## config.mk

```make
export PLATFORM = sky130hd
export DESIGN_NAME = cpu_if_access_arbiter
export DESIGN_NICKNAME = d
export VERILOG_FILES = /design/src/rtl/cpu_if_access_arbiter.sv
export SDC_FILE = /design/constraint.sdc
export NUM_CORES = 1
export LEC_CHECK = 0
export BUFFER_PORTS_ARGS = -buffer_cell sky130_fd_sc_hd__buf_2
export CORE_MARGIN = 4
export CORE_UTILIZATION = 40
export CTS_BUF_LIST = sky130_fd_sc_hd__clkbuf_8
export DETAILED_ROUTE_END_ITERATION = 6
export GPL_TIMING_DRIVEN = 1
export PLACE_DENSITY = 0.65
export SLEW_MARGIN = 25
export SYNTH_ARGS = -nofsm -noshare
export SYNTH_HDL_FRONTEND = slang
export SYNTH_SLANG_ARGS = --single-unit
```

## constraint.sdc

```tcl
create_clock -name i_clk -period 1.8 [get_ports i_clk]
set_input_delay 0.09 -clock i_clk [delete_from_list [all_inputs] [get_ports i_clk]]
set_output_delay 0.09 -clock i_clk [all_outputs]
set_load 0.1 [all_outputs]
```

## src/rtl/cpu_if_access_arbiter.sv

```systemverilog
// cpu_if_access_arbiter: round-robin sharing of one CPU interface control FSM
// access port between NUM_REQ requesters.
//
// Each granted access is issued as a one-cycle read or write strobe. The
// arbiter then waits for cpu_ready to drop and rise again, and returns a
// one-cycle done pulse to the owner. All outputs are registered.
//
// Ports:
//   i_clk          clock, rising edge
//   i_rst_n        asynchronous active-low reset
//   i_req_read     per-requester read request (level, held until done)
//   i_req_write    per-requester write request (write wins over read)
//   o_req_gnt      one-hot owner of the access in flight, zero when idle
//   o_req_done     one-cycle completion pulse to the owner
//   o_grant_idx    binary index of the current or last owner
//   o_busy         high while an access is in flight
//   o_cpu_read     one-cycle read strobe to the control FSM
//   o_cpu_write    one-cycle write strobe to the control FSM
//   i_cpu_ready    access_ready from the control FSM
//   o_timeout_err  one-cycle watchdog pulse (constant 0 without the watchdog)
//
// Build option: define CPU_IF_ARB_TIMEOUT_EN to add a 16-bit watchdog that
// aborts an access stalled for TIMEOUT_CYCLES cycles.
module cpu_if_access_arbiter #(
    parameter int NUM_REQ        = 4,
    parameter int IDXW           = $clog2(NUM_REQ),
    parameter int TIMEOUT_CYCLES = 255
) (
    input  logic               i_clk,
    input  logic               i_rst_n,
    input  logic [NUM_REQ-1:0] i_req_read,
    input  logic [NUM_REQ-1:0] i_req_write,
    output logic [NUM_REQ-1:0] o_req_gnt,
    output logic [NUM_REQ-1:0] o_req_done,
    output logic [IDXW-1:0]    o_grant_idx,
    output logic               o_busy,
    output logic               o_cpu_read,
    output logic               o_cpu_write,
    input  logic               i_cpu_ready,
    output logic               o_timeout_err
);

    typedef enum logic [1:0] {
        IDLE      = 2'd0,
        WAIT_ACK  = 2'd1,
        WAIT_DONE = 2'd2
    } state_t;

    if (NUM_REQ < 2 || NUM_REQ > 16 || TIMEOUT_CYCLES < 1 || TIMEOUT_CYCLES > 65535) begin : g_bad_param
        $error("cpu_if_access_arbiter: parameter out of range");
    end

    state_t             r_state, w_state_n;
    logic [NUM_REQ-1:0] r_gnt, w_gnt_n;
    logic [NUM_REQ-1:0] r_done, w_done_n;
    logic [IDXW-1:0]    r_idx, w_idx_n;
    logic [IDXW-1:0]    r_ptr, w_ptr_n;
    logic               r_busy, w_busy_n;
    logic               r_rd, w_rd_n;
    logic               r_wr, w_wr_n;
    logic               r_tout, w_tout_n;

    logic [NUM_REQ-1:0] w_elig;
    logic [IDXW-1:0]    w_win;
    logic               w_found;

    // A requester whose done pulse is on this cycle has not yet had the
    // chance to drop its request, so it is masked to avoid a double grant.
    assign w_elig = (i_req_read | i_req_write) & ~r_done;

    // First eligible index after the pointer, searching upward with wrap.
    always_comb begin
        w_found = 1'b0;
        w_win   = '0;
        for (int k = 1; k <= NUM_REQ; k++) begin
            int j;
            j = (int'(r_ptr) + k) % NUM_REQ;
            if (!w_found && w_elig[IDXW'(j)]) begin
                w_found = 1'b1;
                w_win   = IDXW'(j);
            end
        end
    end

`ifdef CPU_IF_ARB_TIMEOUT_EN
    logic [15:0] r_cnt;
    logic        w_expired;

    // Counter sits at zero in IDLE, so it is zero on entry to WAIT_ACK and
    // reaches TIMEOUT_CYCLES on the TIMEOUT_CYCLES-th edge after entry.
    assign w_expired = (r_state == WAIT_ACK || r_state == WAIT_DONE) &&
                       (r_cnt == 16'(TIMEOUT_CYCLES - 1));

    always_ff @(posedge i_clk or negedge i_rst_n) begin
        if (!i_rst_n) r_cnt <= '0;
        else          r_cnt <= (r_state == WAIT_ACK || r_state == WAIT_DONE) ? r_cnt + 16'd1 : 16'd0;
    end
`else
    logic w_expired;
    assign w_expired = 1'b0;
`endif

    always_comb begin
        w_state_n = r_state;
        w_gnt_n   = r_gnt;
        w_done_n  = '0;
        w_idx_n   = r_idx;
        w_ptr_n   = r_ptr;
        w_busy_n  = r_busy;
        w_rd_n    = 1'b0;
        w_wr_n    = 1'b0;
        w_tout_n  = 1'b0;
        case (r_state)
            IDLE: begin
                if (w_found && i_cpu_ready) begin
                    w_state_n = WAIT_ACK;
                    w_gnt_n   = NUM_REQ'(1) << w_win;
                    w_idx_n   = w_win;
                    w_busy_n  = 1'b1;
                    w_wr_n    = i_req_write[w_win];
                    w_rd_n    = ~i_req_write[w_win];
                end
            end
            WAIT_ACK: begin
                if (!i_cpu_ready) w_state_n = WAIT_DONE;
            end
            WAIT_DONE: begin
                if (i_cpu_ready) begin
                    w_state_n = IDLE;
                    w_done_n  = r_gnt;
                    w_gnt_n   = '0;
                    w_busy_n  = 1'b0;
                    w_ptr_n   = r_idx;
                end
            end
            default: begin
                w_state_n = IDLE;
                w_gnt_n   = '0;
                w_idx_n   = '0;
                w_busy_n  = 1'b0;
            end
        endcase
        // Watchdog abort: the owner still gets its done pulse so it can
        // release its request.
        if (w_expired) begin
            w_state_n = IDLE;
            w_done_n  = r_gnt;
            w_gnt_n   = '0;
            w_busy_n  = 1'b0;
            w_ptr_n   = r_idx;
            w_tout_n  = 1'b1;
        end
    end

    always_ff @(posedge i_clk or negedge i_rst_n) begin
        if (!i_rst_n) begin
            r_state <= IDLE;
            r_gnt   <= '0;
            r_done  <= '0;
            r_idx   <= '0;
            r_ptr   <= IDXW'(NUM_REQ - 1);
            r_busy  <= 1'b0;
            r_rd    <= 1'b0;
            r_wr    <= 1'b0;
            r_tout  <= 1'b0;
        end else begin
            r_state <= w_state_n;
            r_gnt   <= w_gnt_n;
            r_done  <= w_done_n;
            r_idx   <= w_idx_n;
            r_ptr   <= w_ptr_n;
            r_busy  <= w_busy_n;
            r_rd    <= w_rd_n;
            r_wr    <= w_wr_n;
            r_tout  <= w_tout_n;
        end
    end

    assign o_req_gnt     = r_gnt;
    assign o_req_done    = r_done;
    assign o_grant_idx   = r_idx;
    assign o_busy        = r_busy;
    assign o_cpu_read    = r_rd;
    assign o_cpu_write   = r_wr;
    assign o_timeout_err = r_tout;

endmodule

```

# Word level (Yosys, flattened, before mapping)
# Cells that the tools add are included.
[totals] register_bits=17 input_bits=11 output_inout_bits=14
[op_classes] addsub=4 order_cmp=5 n_eq_ne=5 n_shift=1 n_mux=40 bitwise=6 reduce_logical=13
[ops] cell="1-bit 2-to-1 mux" count=19
[ops] cell="2-bit by 4-bit less-than comparator with 1-bit output, second input constant" count=4
[ops] cell="2-bit 2-to-1 mux" count=8
[ops] cell="4-bit 2-to-1 mux" count=4
[ops] cell="4-bit one-hot mux with 3 select lines" count=1
[ops] cell="1-bit binary-select mux with 2-bit select" count=5
[ops] cell="2-bit inequality test, second input constant" count=3
[ops] cell="2-bit one-hot mux with 3 select lines" count=1
[ops] cell="3-bit AND reduction" count=2
[ops] cell="2-bit by 1-bit adder with 2-bit output, second input constant" count=2
[ops] cell="2-bit adder, second input constant" count=2
[ops] cell="4-bit bitwise AND" count=1
[ops] cell="1-bit logical AND" count=4
[ops] cell="4-bit NOT" count=1
[ops] cell="4-bit OR" count=1
[ops] cell="2-bit one-hot mux with 2 select lines" count=1
[ops] cell="2-bit AND reduction" count=2
[ops] cell="1-bit by 2-bit << shifter with 4-bit output, first input constant" count=1
[ops] cell="1-bit logical NOT" count=3
[ops] cell="2-bit by 3-bit less-than comparator with 1-bit output, second input constant" count=1
[ops] cell="1-bit NOT" count=3
[ops] cell="1-bit one-hot mux with 3 select lines" count=1
[ops] cell="2-bit by 1-bit equality test with 1-bit output, second input constant" count=1
[ops] cell="2-bit equality test, second input constant" count=1
[ops] cell="other kinds (2)" count=2

# Depth between registers and ports, before layout
[logic_depth] ltp_word=20 ltp_mapped=7

# Least setup slack after synthesis
# OpenSTA, ideal clock, no wires.
[synth_timing] path_type="register to register" startpoint="register r_done[3], in the netlist o_req_done[3]" endpoint="register r_idx[0], in the netlist o_grant_idx[0]" setup_time_ps=122 arrival_ps=1935 t_required_ps=1678 setup_slack_ps=-257 stages_incl_launch_ff=7 path_buffers=0 cell_sequence="dfrtp_1 o21bai_4 mux2_4 o21a_1 nand2_1 a22o_1 a22o_1"
[synth_via] elab_chain_len=18
[synth_lines] element="from (decl)" line_no="55" text="logic [NUM_REQ-1:0] r_done, w_done_n;"
[synth_lines] element="from (signal assigned)" line_no="169" text="r_done <= w_done_n;"
[synth_lines] element="4-bit NOT *" line_no="69" text="assign w_elig = (i_req_read | i_req_write) & ~r_done;"
[synth_lines] element="4-bit bitwise AND *" line_no="69"
[synth_lines] element="1-bit binary-select mux with 2-bit select" line_no="78" text="if (!w_found && w_elig[IDXW'(j)]) begin"
[synth_lines] element="1-bit 2-to-1 mux (not written as such) (2 in a row)" line_no="78"
[synth_lines] element="1-bit 2-to-1 mux" line_no="78"
[synth_lines] element="1-bit logical NOT" line_no="78"
[synth_lines] element="1-bit logical AND" line_no="78"
[synth_lines] element="1-bit 2-to-1 mux" line_no="78"
[synth_lines] element="1-bit logical NOT" line_no="78"
[synth_lines] element="1-bit logical AND" line_no="78"
[synth_lines] element="1-bit 2-to-1 mux" line_no="78"
[synth_lines] element="1-bit logical NOT" line_no="78"
[synth_lines] element="1-bit logical AND" line_no="78"
[synth_lines] element="1-bit 2-to-1 mux" line_no="78"
[synth_lines] element="1-bit logical AND" line_no="115" text="if (w_found && i_cpu_ready) begin"
[synth_lines] element="2-bit inequality test (no line)"
[synth_lines] element="2-bit AND reduction (no line)"
[synth_lines] element="to (signal assigned)" line_no="170" text="r_idx <= w_idx_n;"
[synth_lines] element="to (decl)" line_no="56" text="logic [IDXW-1:0] r_idx, w_idx_n;"
# Every way passes the cells marked *; elsewhere a longest branch is shown, timed or not. The select of a mux whose other input is x is not followed.
# A chain may end at the register's enable or synchronous reset.

# Worst setup path in the final report
[layout_timing] startpoint="register r_done[0], in the netlist o_req_done[0]" endpoint="register r_idx[0], in the netlist o_grant_idx[0]"
# Same word-level chain as after synthesis.

==> results.yml <==
run_status:
  status: "finished, final reports clean"
yosys:
  avgSynthCellArea_sq_um: 10.39
  synth_commonest_cells: "dfrtp_1, nand2_1, o21ai_0"
  postSynthCellCount: 91
  yosysSeqAreaShare_pct: 45.24
  synth_cell_types: 33
  synth-edff-count: 0
  yosysTopAreaCell: "dfrtp_1"
  yosysTopAreaCellShare_pct: 39.68
  synthArstFlopShare_pct: 100.0
  synthTopCellsByArea: "dfrtp_1, dfstp_2, ha_1, nand2_1, o21bai_4"
  ys_ff_latch: 17
  synth_most_common_cell: "dfrtp_1"
  syn_nets: 106
  synth_area_sq_um: 945.9
  synth-main-ff-cell: "dfrtp_1"
  yosysWarnings: 0
placement:
  dpl_cell_area_sq_um: 1099
  io_buffer_count: 23
  gp_congestion: 0.7587
  place_ws_ns: 0.1347
  dpl.hpwl_microns: 1652
global_routing:
  grt_usage_pct: 14.24
  antenna_found_initial: 0
  grt_pass1_wl_microns: 3567
  overflow: 0
  grt_pass1_vias: 764
  grt_max_degree: 18
critical_path:
  startpoint: "o_req_done[0]"
  crit_type: "reg2reg"
  worstSetupStartpointType: "register"
  reg2reg_from: "o_req_done[0]"
  critical_path_arrival_ns: 1.84
  worstPathRequired_ns: 1.94
  end_kind: "register"
  crit_fanout: 4
pwr:
  finalPower_mw: 2.203
  vdd_ir_drop_max_uv: 1179
  p_per_area_nw_per_um2: 1887
  p_leak_nw: 0.5932
sta:
  timing_hold_violations_final: 0
  period_share_pct: 94.14
  setup_viol: 0
  holdWs_ns: 0.1845
  max_freq_mhz: 590.1
  min_period_ns: 1.695
  setup_tns_ns: 0
  fin_ws_ns: 0.1054
  clock_skew_ns: 0.003578
  rsz0062_at_grt: "false"
  slew_violations: 0
die:
  die_width_microns: 56.63
  initial_utilization_pct: 42.35
  die_y_microns: 56.63
  die_area_sq_um: 3207
  io_pins: 25
  core_region_area_sq_um: 2233
  rows: 17
routing:
  routedWlPerCell_microns: 14.56
  antenna_left: 0
  routed_wl_microns: 2126
  vias: 778
  drtIter0Drc: 17
  firstDrtPassIters: 4
  drc: 0
  viasPerCell: 5.329
finish:
  nets: 134
  num-fill-cells: 220
  design_area_sq_um: 1167
  drive_gt1_share_pct: 38.98
  antenna_cells: 0
  area_growth_pct: 23.41
clock_network:
  cts-htree-levels: 1
  clock-sinks: 17
  clkTransAtPathRegs_ns: 0.07
  clockRootBuffer: "clkbuf_8"
  cts_buffer_depth: 2
  clock_latency_ns: 0.25
  numCtsBuffers: 3
  cts_tree: "built"
job:
  cap_viol_max_count: 0
min_path:
  hold_path.class: "in2reg"
  worstHoldStart: "i_cpu_ready"
## flip-flops by register name, indices dropped and copies added (netlist names)
signal       flops
o_busy           1
o_cpu_read       1
o_cpu_write      1
o_grant_idx      2
o_req_done       4
o_req_gnt        4
r_ptr            2
r_state          2
## report_power, final
part,total [mW],switching [mW],leakage [nW],internal (mW)
Sequential,0.622,0.102,0.215,0.520
Clock,0.280,0.129,0.0269,0.151
Combinational,1.30,0.966,0.351,0.334
## routing by layer
layer	vias to the layer above	track usage [%]	routed length, microns
li1	377	-	-
met3	5	2.759	78
met4	0	6.441	36
met5	-	0	0
met2	17	22.61	1034
met1	379	18.59	975
## logic make-up after synthesis
logic type	share of synthesized area, %
other	0.3964
adders and majority gates	5.291
and+or+nand+nor	13.10
AOI/OAI and AO/OA	29.63
DFF	45.24
muxes	3.968
buffers and inverters	2.381
## path summary, 6_finish.rpt
path / to / slack, ns / depth (start not counted)
hold / removal: o_req_done[3] / 0.18 / 2
hold reg to reg: o_busy / 0.49 / 1
min in group asynchronous: o_req_gnt[0] / 0.29 / 2
setup / recovery: o_grant_idx[0] / 0.11 / 6
max in group asynchronous: r_ptr[1] / 1.20 / 2
setup reg to reg: o_grant_idx[0] / 0.11 / 6
## cell usage in the layout (no fill, tap or decap), types with 3 or more instances in the layout
master / count
buf_2: 23
nand2_1: 11
dfrtp_1: 11
o21ai_0: 7
inv_1: 5
nor2_1: 5
and3_1: 4
o21a_1: 4
a22o_1: 4
ha_1: 4
clkbuf_8: 3
## final cells by class
cell class / count / area, sq um / area share (%)
Multi-Input combinational cell: 69 / 509.2 / 43.62
Sequential cell: 17 / 437.9 / 37.51
Timing Repair Buffer: 24 / 125.1 / 10.72
Clock buffer: 3 / 41.29 / 3.537
Tap cell: 28 / 35.03 / 3.001
Inverter: 4 / 15.01 / 1.286
Clock inverter: 1 / 3.754 / 0.3215
## metrics by stage
step	util [%]	std cells
after floorplan	-	91
after global placement	49.19	141
after detailed placement	49.19	141
after CTS	51.65	146
after global routing	52.27	146
final	52.27	146
## repair_timing
| action | 4_1_cts | 5_1_grt |
|---|---|---|
| setup buffers | 0 | 0 |
| setup endpoints to repair | 0 | 3 |
| gates resized for setup | 0 | 3 |
| hold endpoints to repair | 15 | 0 |
| hold buffers | 1 | 0 |
## critical path: stages, from the launching register on
cell,delay (ns)
dfrtp_2,0.40
o21bai_2,0.22
a21boi_1,0.16
o21ai_1,0.26
nand2_1,0.18
a22o_1,0.21
a22o_1,0.17
Power figures use the tool's default switching activity.
